[src/rtl/hack_rom_loader.sv]
// hack_rom_loader: framed byte-stream loader that writes 16-bit Hack words into the instruction ROM.
module hack_rom_loader #(
  parameter int ADDR_W = 15
) (
  input  logic              clk,
  input  logic              reset,
  input  logic              start,
  input  logic [7:0]        rx_data,
  input  logic              rx_valid,
  output logic              rx_ready,
  output logic [ADDR_W-1:0] rom_addr,
  output logic [15:0]       rom_wdata,
  output logic              rom_we,
  output logic              cpu_reset,
  output logic              busy,
  output logic              done,
  output logic              error
);
  typedef enum logic [2:0] {IDLE, LEN_HI, LEN_LO, DATA_HI, DATA_LO, CHECK, DONE, FAIL} state_t;
  localparam logic [16:0] cap = 17'd1 << ADDR_W;
  state_t state, state_n;
  logic [15:0] len, len_rx;
  logic [7:0] hi, acc;
  logic [ADDR_W:0] idx;
  logic accept, launch, last;
  assign accept = rx_valid && rx_ready;
  assign busy = state inside {LEN_HI, LEN_LO, DATA_HI, DATA_LO, CHECK};
  assign launch = start && !busy;
  assign len_rx = {len[15:8], rx_data};
  assign last = 17'(idx) + 17'd1 == {1'b0, len};
  always_ff @(posedge clk) state <= reset ? IDLE : state_n;
  always_comb begin
    state_n = state;
    case (state)
      IDLE, DONE, FAIL: state_n = launch ? LEN_HI : state;
      LEN_HI:  state_n = accept ? LEN_LO : state;
      LEN_LO:  state_n = !accept ? state : ({1'b0, len_rx} > cap) ? FAIL : (len_rx == 16'd0) ? CHECK : DATA_HI;
      DATA_HI: state_n = accept ? DATA_LO : state;
      DATA_LO: state_n = !accept ? state : last ? CHECK : DATA_HI;
      CHECK:   state_n = !accept ? state : (rx_data == acc) ? DONE : FAIL;
      default: state_n = IDLE;
    endcase
  end
  always_ff @(posedge clk)
    if (reset) begin
      rx_ready  <= 1'b0;
      rom_we    <= 1'b0;
      rom_addr  <= '0;
      rom_wdata <= '0;
      cpu_reset <= 1'b0;
      done      <= 1'b0;
      error     <= 1'b0;
      len       <= '0;
      hi        <= '0;
      acc       <= '0;
      idx       <= '0;
    end else begin
      rx_ready <= state_n inside {LEN_HI, LEN_LO, DATA_HI, DATA_LO, CHECK};
      rom_we   <= 1'b0;
      if (launch) begin
        done      <= 1'b0;
        error     <= 1'b0;
        cpu_reset <= 1'b1;
        idx       <= '0;
        acc       <= '0;
      end
      if (accept && state != CHECK) acc <= acc + rx_data;
      if (accept && state == LEN_HI) len[15:8] <= rx_data;
      if (accept && state == LEN_LO) len <= len_rx;
      if (accept && state == DATA_HI) hi <= rx_data;
      if (accept && state == DATA_LO) begin
        rom_we    <= 1'b1;
        rom_addr  <= idx[ADDR_W-1:0];
        rom_wdata <= {hi, rx_data};
        idx       <= idx + (ADDR_W+1)'(1);
      end
      if (state == CHECK && state_n == DONE) begin
        done      <= 1'b1;
        cpu_reset <= 1'b0;
      end
      if (state != FAIL && state_n == FAIL) error <= 1'b1;
    end
endmodule
[config.mk]
export PLATFORM = sky130hd
export DESIGN_NAME = hack_rom_loader
export DESIGN_NICKNAME = d
export VERILOG_FILES = /design/src/rtl/hack_rom_loader.sv
export SDC_FILE = /design/constraint.sdc
export NUM_CORES = 1
export LEC_CHECK = 0
export CORE_ASPECT_RATIO = 0.5
export CORE_UTILIZATION = 38
export DETAILED_ROUTE_END_ITERATION = 16
export HOLD_SLACK_MARGIN = 0.1
export PLACE_DENSITY = 0.63
export SYNTH_ARGS = -nofsm -noshare
export SYNTH_HDL_FRONTEND = slang
export SYNTH_SLANG_ARGS = --single-unit
export TNS_END_PERCENT = 50
[constraint.sdc]
create_clock -name clk -period 3.83 [get_ports clk]
set_input_delay 0.5745 -clock clk [delete_from_list [all_inputs] [get_ports clk]]
set_output_delay 0.5745 -clock clk [all_outputs]
set_load 0.01 [all_outputs]
After elaboration in Yosys (flattened, before gate mapping)

Index checks and enable logic that the tools add are counted.

Bits in registers: 87
Latch bits: 0
Bits in writable memories: 0
Memory bits (read-only): 0
Bits of input ports: 12
Word-level logic and storage cells: 76
Memories: 0

$add $sub $neg: 3
$mul: 0
Div/mod/pow operators: 0
Order comparisons: 1
Equality and inequality tests: 18
Shift operators: 0
Mux-type cells: 19
Bitwise operators: 1
Reductions and logical operators: 21

Operator list:

| cell                                                | number |
|---|---|
| 2-to-1 mux 16 bit                                   | 2 |
| 2-to-1 mux 3 bit                                    | 9 |
| equality test 3 bit, second input constant          | 8 |
| case mux 3 bit (6 select lines)                     | 1 |
| adder 16 x 1 -> 17 bit, second input constant       | 1 |
| equality test 17 x 16 -> 1 bit                      | 1 |
| adder 16 x 1 -> 16 bit, second input constant       | 1 |
| > comparator 16 bit, second input constant          | 1 |
| zero test 16 bit                                    | 1 |
| 2-to-1 mux 8 bit                                    | 2 |
| equality test 3 x 2 -> 1 bit, second input constant | 4 |
| nonzero test 5 bit                                  | 2 |
| logical AND 1 bit                                   | 9 |
| adder 8 bit                                         | 1 |
| equality test 8 bit                                 | 1 |
| nonzero test 2 bit                                  | 4 |
| equality test 3 x 1 -> 1 bit, second input constant | 2 |
| != test 3 bit, second input constant                | 2 |
| 2-to-1 mux 1 bit                                    | 5 |
| zero test 3 bit                                     | 1 |
| OR reduction 3 bit                                  | 1 |
| AND reduction 2 bit                                 | 1 |
| OR reduction 2 bit                                  | 1 |
| zero test 1 bit                                     | 1 |
| inverter 1 bit                                      | 1 |

Longest topological paths before layout

Gate-level depths: netlist (run 1).

Word-level depth: 9
Depth in mapped cells: 8
Gate-level depth less buffers: 8

Least setup slack after synthesis (run 1)

OpenSTA, ideal clock, no wires.

Path type: input-to-reg
Start: in rx_data[1]
End: reg acc[7]
Setup time: 70 ps
Data arrival time: 2097 ps
Required time: 3760 ps
Slack: 1662 ps
Stages: 7
Buffers on the path: 0
Path through: ha_1 a21o_1 a211o_1 a2111oi_2 o211ai_1 a21o_1 a21oi_1

Cells in the longest elaborated chain, start to end: 2

RTL lines:

| element                | line | text |
|---|---|---|
| start: declaration     | 8    | `input logic [7:0] rx_data,` |
| adder 8 bit            | 67   | `if (accept && state != CHECK) acc <= acc + rx_data;` |
| 2-to-1 mux 8 bit       | 67   |  |
| end signal: assignment | 67   |  |
| end: declaration       | 23   | `logic [7:0] hi, acc;` |

Every way passes these cells.
A chain may end at the register's enable or synchronous reset.

Worst setup path after layout (run 1)

Ends and elaborated chain as after synthesis.

==> results of run 1 <==
-- stage by stage --
step                      utilization [%]  hold WS, ps  std cells
after floorplan                         -          432        542
after global placement               44.2          443        699
after detailed placement             44.2          446        699
after CTS                            47.0          457        715
after global routing                 47.0          475        715
final                                47.0          456        715
-- synthesized netlist by cell type (9+ instances only) --
cell and count:
a21oi_1 72, buf_2 13, clkbuf_1 20, dfxtp_1 87, mux2i_1 18, nand2_1 92, nand3_1 22, nor2_1 43
nor3_1 9, o21ai_0 17, xnor2_1 14, xor2_1 9
-- final cells by class --
class	count	area (sq um)	area share, %
repair buffers	56	536	10.2
inverters	2	7.51	0.143
clock inverters	7	86.3	1.65
clock buffers	9	225	4.30
multi-input cells	409	2460	47.0
flip-flops and latches	87	1740	33.3
well taps	145	181	3.46
-- worst max-delay path: stages --
cell and delay (ps):
clkdlybuf4s50_1 680, ha_1 310, a21o_1 170, a211o_1 320, a2111oi_2 340, o211ai_1 170
a21o_1 210, a21oi_1 120
-- cells by family (layout without fill, tap and decap cells) --
logic type	count (synthesis)	after routing	share of synthesized area [%]
XOR/XNOR	24	24	4.92
AND/OR/NAND/NOR	227	227	25.3
flip-flops	87	87	39.4
AO/OA/AOI/OAI	131	131	18.3
buffers and inverters	46	74	5.29
adder cells (fa/ha/maj)	9	9	2.72
multiplexers	18	18	4.07
-- sequential cells by signal, indices dropped and copies added, names as in the netlist, 3 cells and up --
register and flops:
acc 8, idx 16, rom_wdata 16, hi 8
rom_addr 15, state 3, len 16
-- routing by layer --
layer	up-vias	global-route usage, %	part of all wire [%]
met3	17	4.20	3.4
met5	-	0	0
met2	68	28.9	43
met1	1871	27.8	52
li1	1961	-	-
met4	0	6.44	1.7
-- power by group through the flow --
stage	clock [mW]	sequential [mW]	combinational [mW]
6_report	0.929	1.05	0.526
5_1_grt	0.983	1.06	0.589
4_1_cts	0.948	1.05	0.525
3_5_place_dp	0	1.07	0.522
3_3_place_gp	0	1.07	0.521
2_1_floorplan	0	1.02	0.391
-- final timing paths --
| path | to | slack (ps) | depth (start not counted) |
|---|---|---|---|
| hold / removal | rom_addr[14] | 460 | 2 |
| setup reg to reg | state[1] | 1420 | 7 |
| setup / recovery | acc[7] | 1200 | 8 |
| hold reg to reg | rom_addr[14] | 460 | 2 |
==> out/qor.csv, run 1 <==
stage;metric;value;unit
status;status;complete, no violations;
worst_hold_path;worstHoldPathType;flip-flop to flip-flop;
global_routing;grt_max_degree;86;
place;place.gp.congestion;0.836;
route;wire_per_inst;15.5;um
worst_setup_path;crit_fanout;7;
timing;finalSetupTns;0;ps
route;drt-initial-drc-count;226;
worst_setup_path;crit_type;input port to flip-flop;
finish;final_common_cell;nand2_1;
global_routing;grt_antenna_before_repair;0;
clocking;post_cts_resized;0;
finish;fin_nets;586;
synthesis;ys_types;58;
worst_setup_path;startpoint;rx_data[1];
worst_setup_path;cp.arrival;2900;ps
place;post-place-ws;863;ps
timing;max_slew_margin;41.0;%
synthesis;ys_seq_elements;87;
pwr;p_per_area;478;mW/mm^2
flow_run;max-cap-violations;0;
pwr;seqPwrFrac;41.9;%
finish;layout_common_cells;nand2_1, dfxtp_1, a21oi_1;
finish;drive_gt1_share;6.84;%
die;floorplan.initialDensity;39.7;%
finish;area_growth;18.4;%
synthesis;postSynthAreaPerCell;8.16;sq um
finish;stdcell_area;0.00524;sq mm
route;ant_nets;0;
pwr;p_leak;1.79;nW
pwr;power.share.switching;32.0;%
synthesis;syn_nets;563;
synthesis;synth-main-ff-cell;dfxtp_1;
worst_setup_path;start_kind;input port;
clocking;clk-insertion-delay-late;350;ps
timing;worst_slew_pin_slew;884;ps
clocking;cts_sinks;87;
die;die_area;0.0121;sq mm
route;route.detailed.drc;0;
route;drtPass1Iterations;5;
timing;setup_viol;0;
synthesis;synthCells;542;
pwr;switchingPower;0.802;mW
clocking;post_cts_buffers;0;
clocking;cts_root_buf;clkbuf_16;
timing;slew_violations;0;
synthesis;synth_largest_area_cell;dfxtp_1;
route;vias;3917;
place;port_buffers;48;
die;num_io_pins;49;
clocking;clkTransAtPathRegs;70;ps
global_routing;grt_pass1_vias;3511;
synthesis;syn_area;0.00442;sq mm
synthesis;synth_edf_count;0;
synthesis;yosysSeqAreaShare;39.4;%
timing;fin_ws;1200;ps
die;core;0.0111;sq mm
die;row_count;27;
global_routing;grt.total_usage;19.4;%
route;drt-vias-per-instance;5.48;
global_routing;grt_pass1_wl;18.6;mm
worst_setup_path;end_kind;flip-flop;
worst_hold_path;min_from;rom_addr[14];
clocking;cts_tree;done;
clocking;numCtsBuffers;9;
finish;num-fill-cells;1093;
timing;period_share;68.6;%
timing;hold_viol;0;
timing;fin_skew;11.9;ps
die;die_width;155;um
timing;fin_crit;2630;ps
pwr;finalPower;2.51;mW
finish;antenna_cells;0;
synthesis;async_flop_share;0;%
place;postPlaceCellArea;0.00492;sq mm
die;chipHeight;78.3;um
timing;max_freq;381;MHz
place;hpwlAfterDp;7.53;mm
clocking;hold_buffers;0;
pwr;p_comb_share;21.0;%
route;routed_wl;11.1;mm
pwr;vdd_drop_max;0.000277;V
global_routing;overflow;0;
synthesis;ys_top_cells_by_area;dfxtp_1, a21oi_1, nand2_1, mux2i_1, nor2_1;
synthesis;synth_top_area_share;39.4;%
clocking;htreeDepth;3;
timing;grt_setup_unrepaired;false;
clocking;cts_buffer_depth;2;
worst_setup_path;cp.required;4100;ps
worst_setup_path;timing.rr.start;idx[0];
pwr;clkPwrFrac;37.1;%
synthesis;yosysWarnings;0;
pwr;internal_power;1.70;mW
(Power assumes the default switching activity.)
==> run 2, diff against run 1 <==
--- a/config.mk
+++ b/config.mk
@@ -9,7 +9,7 @@
 export CORE_UTILIZATION = 38
 export DETAILED_ROUTE_END_ITERATION = 16
 export HOLD_SLACK_MARGIN = 0.1
-export PLACE_DENSITY = 0.63
+export PLACE_DENSITY = 0.65
 export SYNTH_ARGS = -nofsm -noshare
 export SYNTH_HDL_FRONTEND = slang
 export SYNTH_SLANG_ARGS = --single-unit
==> constraint.sdc (replaced) <==
create_clock -name clk -period 2.13 [get_ports clk]
set_input_delay 0.3195 -clock clk [delete_from_list [all_inputs] [get_ports clk]]
set_output_delay 0.3195 -clock clk [all_outputs]
set_load 0.01 [all_outputs]
==> out/qor.csv, run 2 (synthesis results as in run 1) <==
stage;metric;value;unit
finish;post-route-util;51.4;%
global_routing;grt.total_usage;19.4;%
clocking;cts_sinks;87;
place;hpwlAfterDp;7.91;mm
timing;grt_setup_unrepaired;true;
finish;reg_top3;idx: 16 flops, len: 16 flops, rom_wdata: 16 flops;
global_routing;grt_antenna_before_repair;0;
die;row_count;27;
timing;setup_viol;0;
timing;period_share;97.8;%
clocking;numCtsBuffers;9;
timing;max_freq;480;MHz
die;chipHeight;78.3;um
global_routing;overflow;0;
pwr;p_leak;2.07;nW
timing;worst_slew_pin_slew;420;ps
worst_setup_path;cp.required;2410;ps
timing;fin_crit;2080;ps
timing;hold_viol;0;
timing;slew_violations;0;
place;place.gp.congestion;0.876;
finish;fin_nets;639;
worst_setup_path;cp.arrival;2360;ps
worst_hold_path;holdPathEnd;rom_we;
route;routed_wl;11.4;mm
timing;fin_skew;13.1;ps
worst_setup_path;crit_fanout;2;
worst_setup_path;cp_num_buf_inv;1;
timing;finalSetupTns;0;ps
timing;max_slew_margin;71.9;%
worst_setup_path;startpoint;rx_data[1];
route;route.detailed.drc;0;
die;die_area;0.0121;sq mm
die;num_io_pins;49;
worst_setup_path;end_kind;flip-flop;
finish;layout_common_cells;nand2_1, dfxtp_1, a21oi_1;
clocking;cts_root_buf;clkbuf_16;
clocking;hold_buffers;0;
die;core;0.0111;sq mm
route;drtPass1Iterations;5;
global_routing;grt_max_degree;86;
clocking;cts_tree;done;
clocking;clk-insertion-delay-late;350;ps
finish;antenna_cells;0;
pwr;p_per_area;799;mW/mm^2
clocking;clkTransAtPathRegs;70;ps
worst_setup_path;cp_slowest_cell;clkdlybuf4s50_1;
worst_setup_path;ff2ff_setup_slack;60;ps
global_routing;grt_pass1_wl;18.7;mm
status;status;complete, no violations;
clocking;htreeDepth;3;
route;vias;4032;
global_routing;grt_pass1_vias;3681;
flow_run;max-cap-violations;0;
finish;drive_gt1_share;16.7;%
route;wire_per_inst;14.8;um
place;port_buffers;48;
worst_setup_path;start_kind;input port;
route;ant_nets;0;
die;die_width;155;um
route;drt-initial-drc-count;325;
pwr;finalPower;4.58;mW
clocking;cts_buffer_depth;2;
worst_setup_path;cpMostUsedCell;a21o_1;
worst_setup_path;path_cells;clkdlybuf4s50_1 > ha_1 > a21o_1 > a211o_1 > a2111oi_4 > o211ai_1 > a21o_1 > a21oi_1;
finish;area_growth;29.5;%
worst_setup_path;crit_type;input port to flip-flop;
route;drt-vias-per-instance;5.25;
worst_hold_path;worstHoldPathType;input port to flip-flop;
die;floorplan.initialDensity;39.7;%
worst_setup_path;rr_worst_depth;9;
pwr;vdd_drop_max;0.000344;V
worst_setup_path;timing.rr.start;idx[0];
worst_hold_path;min_from;reset;
worst_hold_path;whs_path_depth;3;
worst_setup_path;crit_family;compound AO/OA/AOI/OAI gates;
finish;num-fill-cells;1071;
worst_setup_path;timing.rr.end;state[1];
worst_setup_path;slowest_delay;440;ps
finish;final_common_cell;nand2_1;
run 2: cell count changes in the layout (fill, tap and decap cells not counted), sizes merged:
cell | before | now
inv | 6 | 7
clkinvlp | 0 | 1
clkinv | 2 | 1
bufinv | 1 | 0
buf | 9 | 62
run 2: report_power, final:
group / switching (mW) / internal [mW] / total (mW)
sequential: 0.0789 / 1.72 / 1.80
clock: 0.734 / 0.830 / 1.56
combinational: 0.680 / 0.534 / 1.21
run 2: area by class of cell:
cell class	instances	area, sq um	area share (%)
well taps	145	181	3.17
flip-flops and latches	87	1750	30.5
clock buffers	9	225	3.93
clock inverters	7	70.1	1.22
repair buffers	109	982	17.1
inverters	2	7.51	0.131
multi-input cells	409	2510	43.9
run 2: tightest hold or removal path: cells and delay by family:
family                 cells  cell delay (ps)
AO/OA/AOI/OAI              1              230
buffers and inverters      1              110
AND/OR/NAND/NOR            1               60
run 2: through the flow:
stage	instances	hold slack [ps]	cell area [sq um]	worst slack [ps]
CTS	765	414	5640	4.66
finish	768	419	5730	47.1
global route	768	457	5730	-17.9
detailed placement	749	447	5340	-360
floorplan	542	432	4420	155
global placement	749	443	5340	-323
run 2: worst max-delay path by stage:
| stage | endpoint | slack [ps] | cells past startpoint |
|---|---|---|---|
| floorplan | state[1] | 160 | 8 |
| global placement | acc[7] | -320 | 8 |
| detailed placement | acc[7] | -360 | 8 |
| CTS | acc[7] | 5 | 8 |
| global route | acc[7] | -20 | 8 |
| finish | acc[7] | 50 | 8 |
run 2: metal layers:
layer	track usage (%)	share of wire (%)	wire [um]
met5	0	0	0
met4	4.65	1.0	119
met3	3.70	3.9	446
met2	29.4	44	4950
met1	28.2	51	5830
run 2: timing repair:
action                                  in CTS  in global routing
pin swaps                                    0                  7
buffers inserted                             0                  3
resized for setup                            2                 17
endpoints found under the setup margin       2                  4
cloned                                       0                  0
==> run 3, diff against run 2 <==
--- a/config.mk
+++ b/config.mk
@@ -6,10 +6,10 @@
 export NUM_CORES = 1
 export LEC_CHECK = 0
 export CORE_ASPECT_RATIO = 0.5
-export CORE_UTILIZATION = 38
+export CORE_UTILIZATION = 51
 export DETAILED_ROUTE_END_ITERATION = 16
 export HOLD_SLACK_MARGIN = 0.1
-export PLACE_DENSITY = 0.65
+export PLACE_DENSITY = 0.81
 export SYNTH_ARGS = -nofsm -noshare
 export SYNTH_HDL_FRONTEND = slang
 export SYNTH_SLANG_ARGS = --single-unit
==> out/qor.csv, run 3 (synthesis results as in run 1) <==
stage;metric;value;unit
status;status;complete, no violations;
finish;reg_top3;idx: 16 flops, len: 16 flops, rom_wdata: 16 flops;
global_routing;grt_antenna_before_repair;0;
worst_setup_path;crit_fanout;4;
clocking;cts_tree;done;
clocking;cts_root_buf;clkbuf_16;
route;drtPass1Iterations;5;
timing;hold_viol;0;
place;place.gp.congestion;0.913;
global_routing;grt_max_degree;48;
clocking;clk-insertion-delay-late;350;ps
place;postPlaceCellArea;0.00533;sq mm
worst_setup_path;timing.rr.start;idx[2];
worst_hold_path;worstHoldPathType;input port to flip-flop;
timing;max_freq;473;MHz
finish;post_layout_nonfiller_instances;739;
route;drt-vias-per-instance;5.98;
die;core;0.00820;sq mm
finish;multiInputGateArea;0.00250;sq mm
global_routing;grt.total_usage;27.7;%
timing;fin_ws;15.8;ps
finish;post-route-util;69.4;%
die;chipHeight;67.9;um
place;post-place-ws;-353;ps
timing;max_slew_margin;68.0;%
clocking;numCtsBuffers;9;
worst_setup_path;ff2ff_setup_slack;80;ps
clocking;htreeDepth;3;
finish;area_growth;28.8;%
place;port_buffers;48;
clocking;clkTransAtPathRegs;60;ps
worst_setup_path;startpoint;rx_data[6];
finish;final_common_cell;nand2_1;
route;wire_per_inst;16.8;um
place;place_inst;722;
timing;slew_violations;0;
global_routing;overflow;0;
timing;fin_skew;5.90;ps
worst_setup_path;crit_type;input port to flip-flop;
finish;layout_common_cells;nand2_1, dfxtp_1, a21oi_1;
clocking;cts_buffer_depth;2;
die;die_width;134;um
worst_setup_path;start_kind;input port;
pwr;vdd_drop_max;0.000535;V
finish;register_area;0.00175;sq mm
pwr;p_leak;2.10;nW
finish;stdcell_area;0.00570;sq mm
global_routing;grt_pass1_wl;19.2;mm
route;drt-initial-drc-count;372;
clocking;cts_sinks;87;
route;vias;4416;
worst_setup_path;rr_worst_depth;8;
finish;num-fill-cells;613;
timing;grt_setup_unrepaired;true;
finish;fin_nets;643;
flow_run;max-cap-violations;0;
timing;period_share;99.3;%
die;row_count;23;
finish;antenna_cells;0;
place;hpwlAfterDp;8.41;mm
route;ant_nets;0;
timing;fin_crit;2110;ps
pwr;p_per_area;831;mW/mm^2
worst_setup_path;end_kind;flip-flop;
die;die_area;0.00907;sq mm
die;num_io_pins;49;
route;routed_wl;12.4;mm
global_routing;grt_pass1_vias;3950;
timing;worst_slew_pin_slew;476;ps
worst_setup_path;timing.rr.end;state[1];
timing;setup_viol;0;
worst_setup_path;critical_path.endpoint;error;
worst_setup_path;cp.arrival;2350;ps
route;route.detailed.drc;0;
finish;drive_gt1_share;17.2;%
die;floorplan.initialDensity;53.9;%
pwr;finalPower;4.73;mW
worst_setup_path;cp.required;2370;ps
==> run 3: changes by cell type in the layout (fill, tap and decap cells not counted), moves of 2 or more <==
cell / before / now
buf_6: 3 / 0
dfxtp_2: 3 / 6
dfxtp_1: 83 / 81
buf_4: 55 / 63
inv_6: 1 / 4
inv_8: 4 / 1
==> run 3: power breakdown <==
part	internal [mW]	switching, mW	total (mW)
Combinational	0.549	0.699	1.25
Clock	0.934	0.707	1.64
Sequential	1.73	0.117	1.85
==> run 3: timing repair <==
item                       in CTS  in global routing
setup endpoints to repair       1                  5
pin swaps                       1                  5
buffers inserted                0                  1
gates resized for setup         0                 14
hold buffers                    0                  0
==> run 3: how the worst min path moves through the flow <==
| stage | endpoint | depth (start not counted) | start | slack (ps) |
|---|---|---|---|---|
| floorplan | rom_wdata[10] | 2 | hi[2] | 430 |
| global placement | hi[2] | 2 | hi[2] | 440 |
| detailed placement | hi[4] | 2 | hi[4] | 450 |
| CTS | done | 2 | reset | 320 |
| global route | done | 2 | reset | 340 |
| finish | done | 2 | reset | 320 |
==> run 3: routing by layer <==
metal,up-vias,track usage [%],part of all wire (%)
met5,-,0,0
met4,0,12.5,2.4
met3,27,7.11,7.6
met2,204,46.0,47
met1,2107,34.6,43
li1,2078,-,-
==> run 3: worst max-delay path, cell delays in order <==
cell and delay, ps:
clkdlybuf4s50_1 520, ha_1 400, nor4_1 360, nand3_1 200, a21oi_1 220, mux2i_1 110, a32o_1 220
==> run 3: stage by stage <==
step                      hold slack, ps  setup TNS [ps]
after floorplan                      432               0
after global placement               444            -718
after detailed placement             448           -1300
after CTS                            315               0
after global routing                 335            -127
final                                323               0
==> run 3: final cells by class <==
type,count,area share [%]
flip-flops and latches,87,30.7
multi-input cells,409,43.9
clock buffers,9,3.95
repair buffers,113,17.4
well taps,112,2.46
inverters,2,0.132
clock inverters,7,1.47
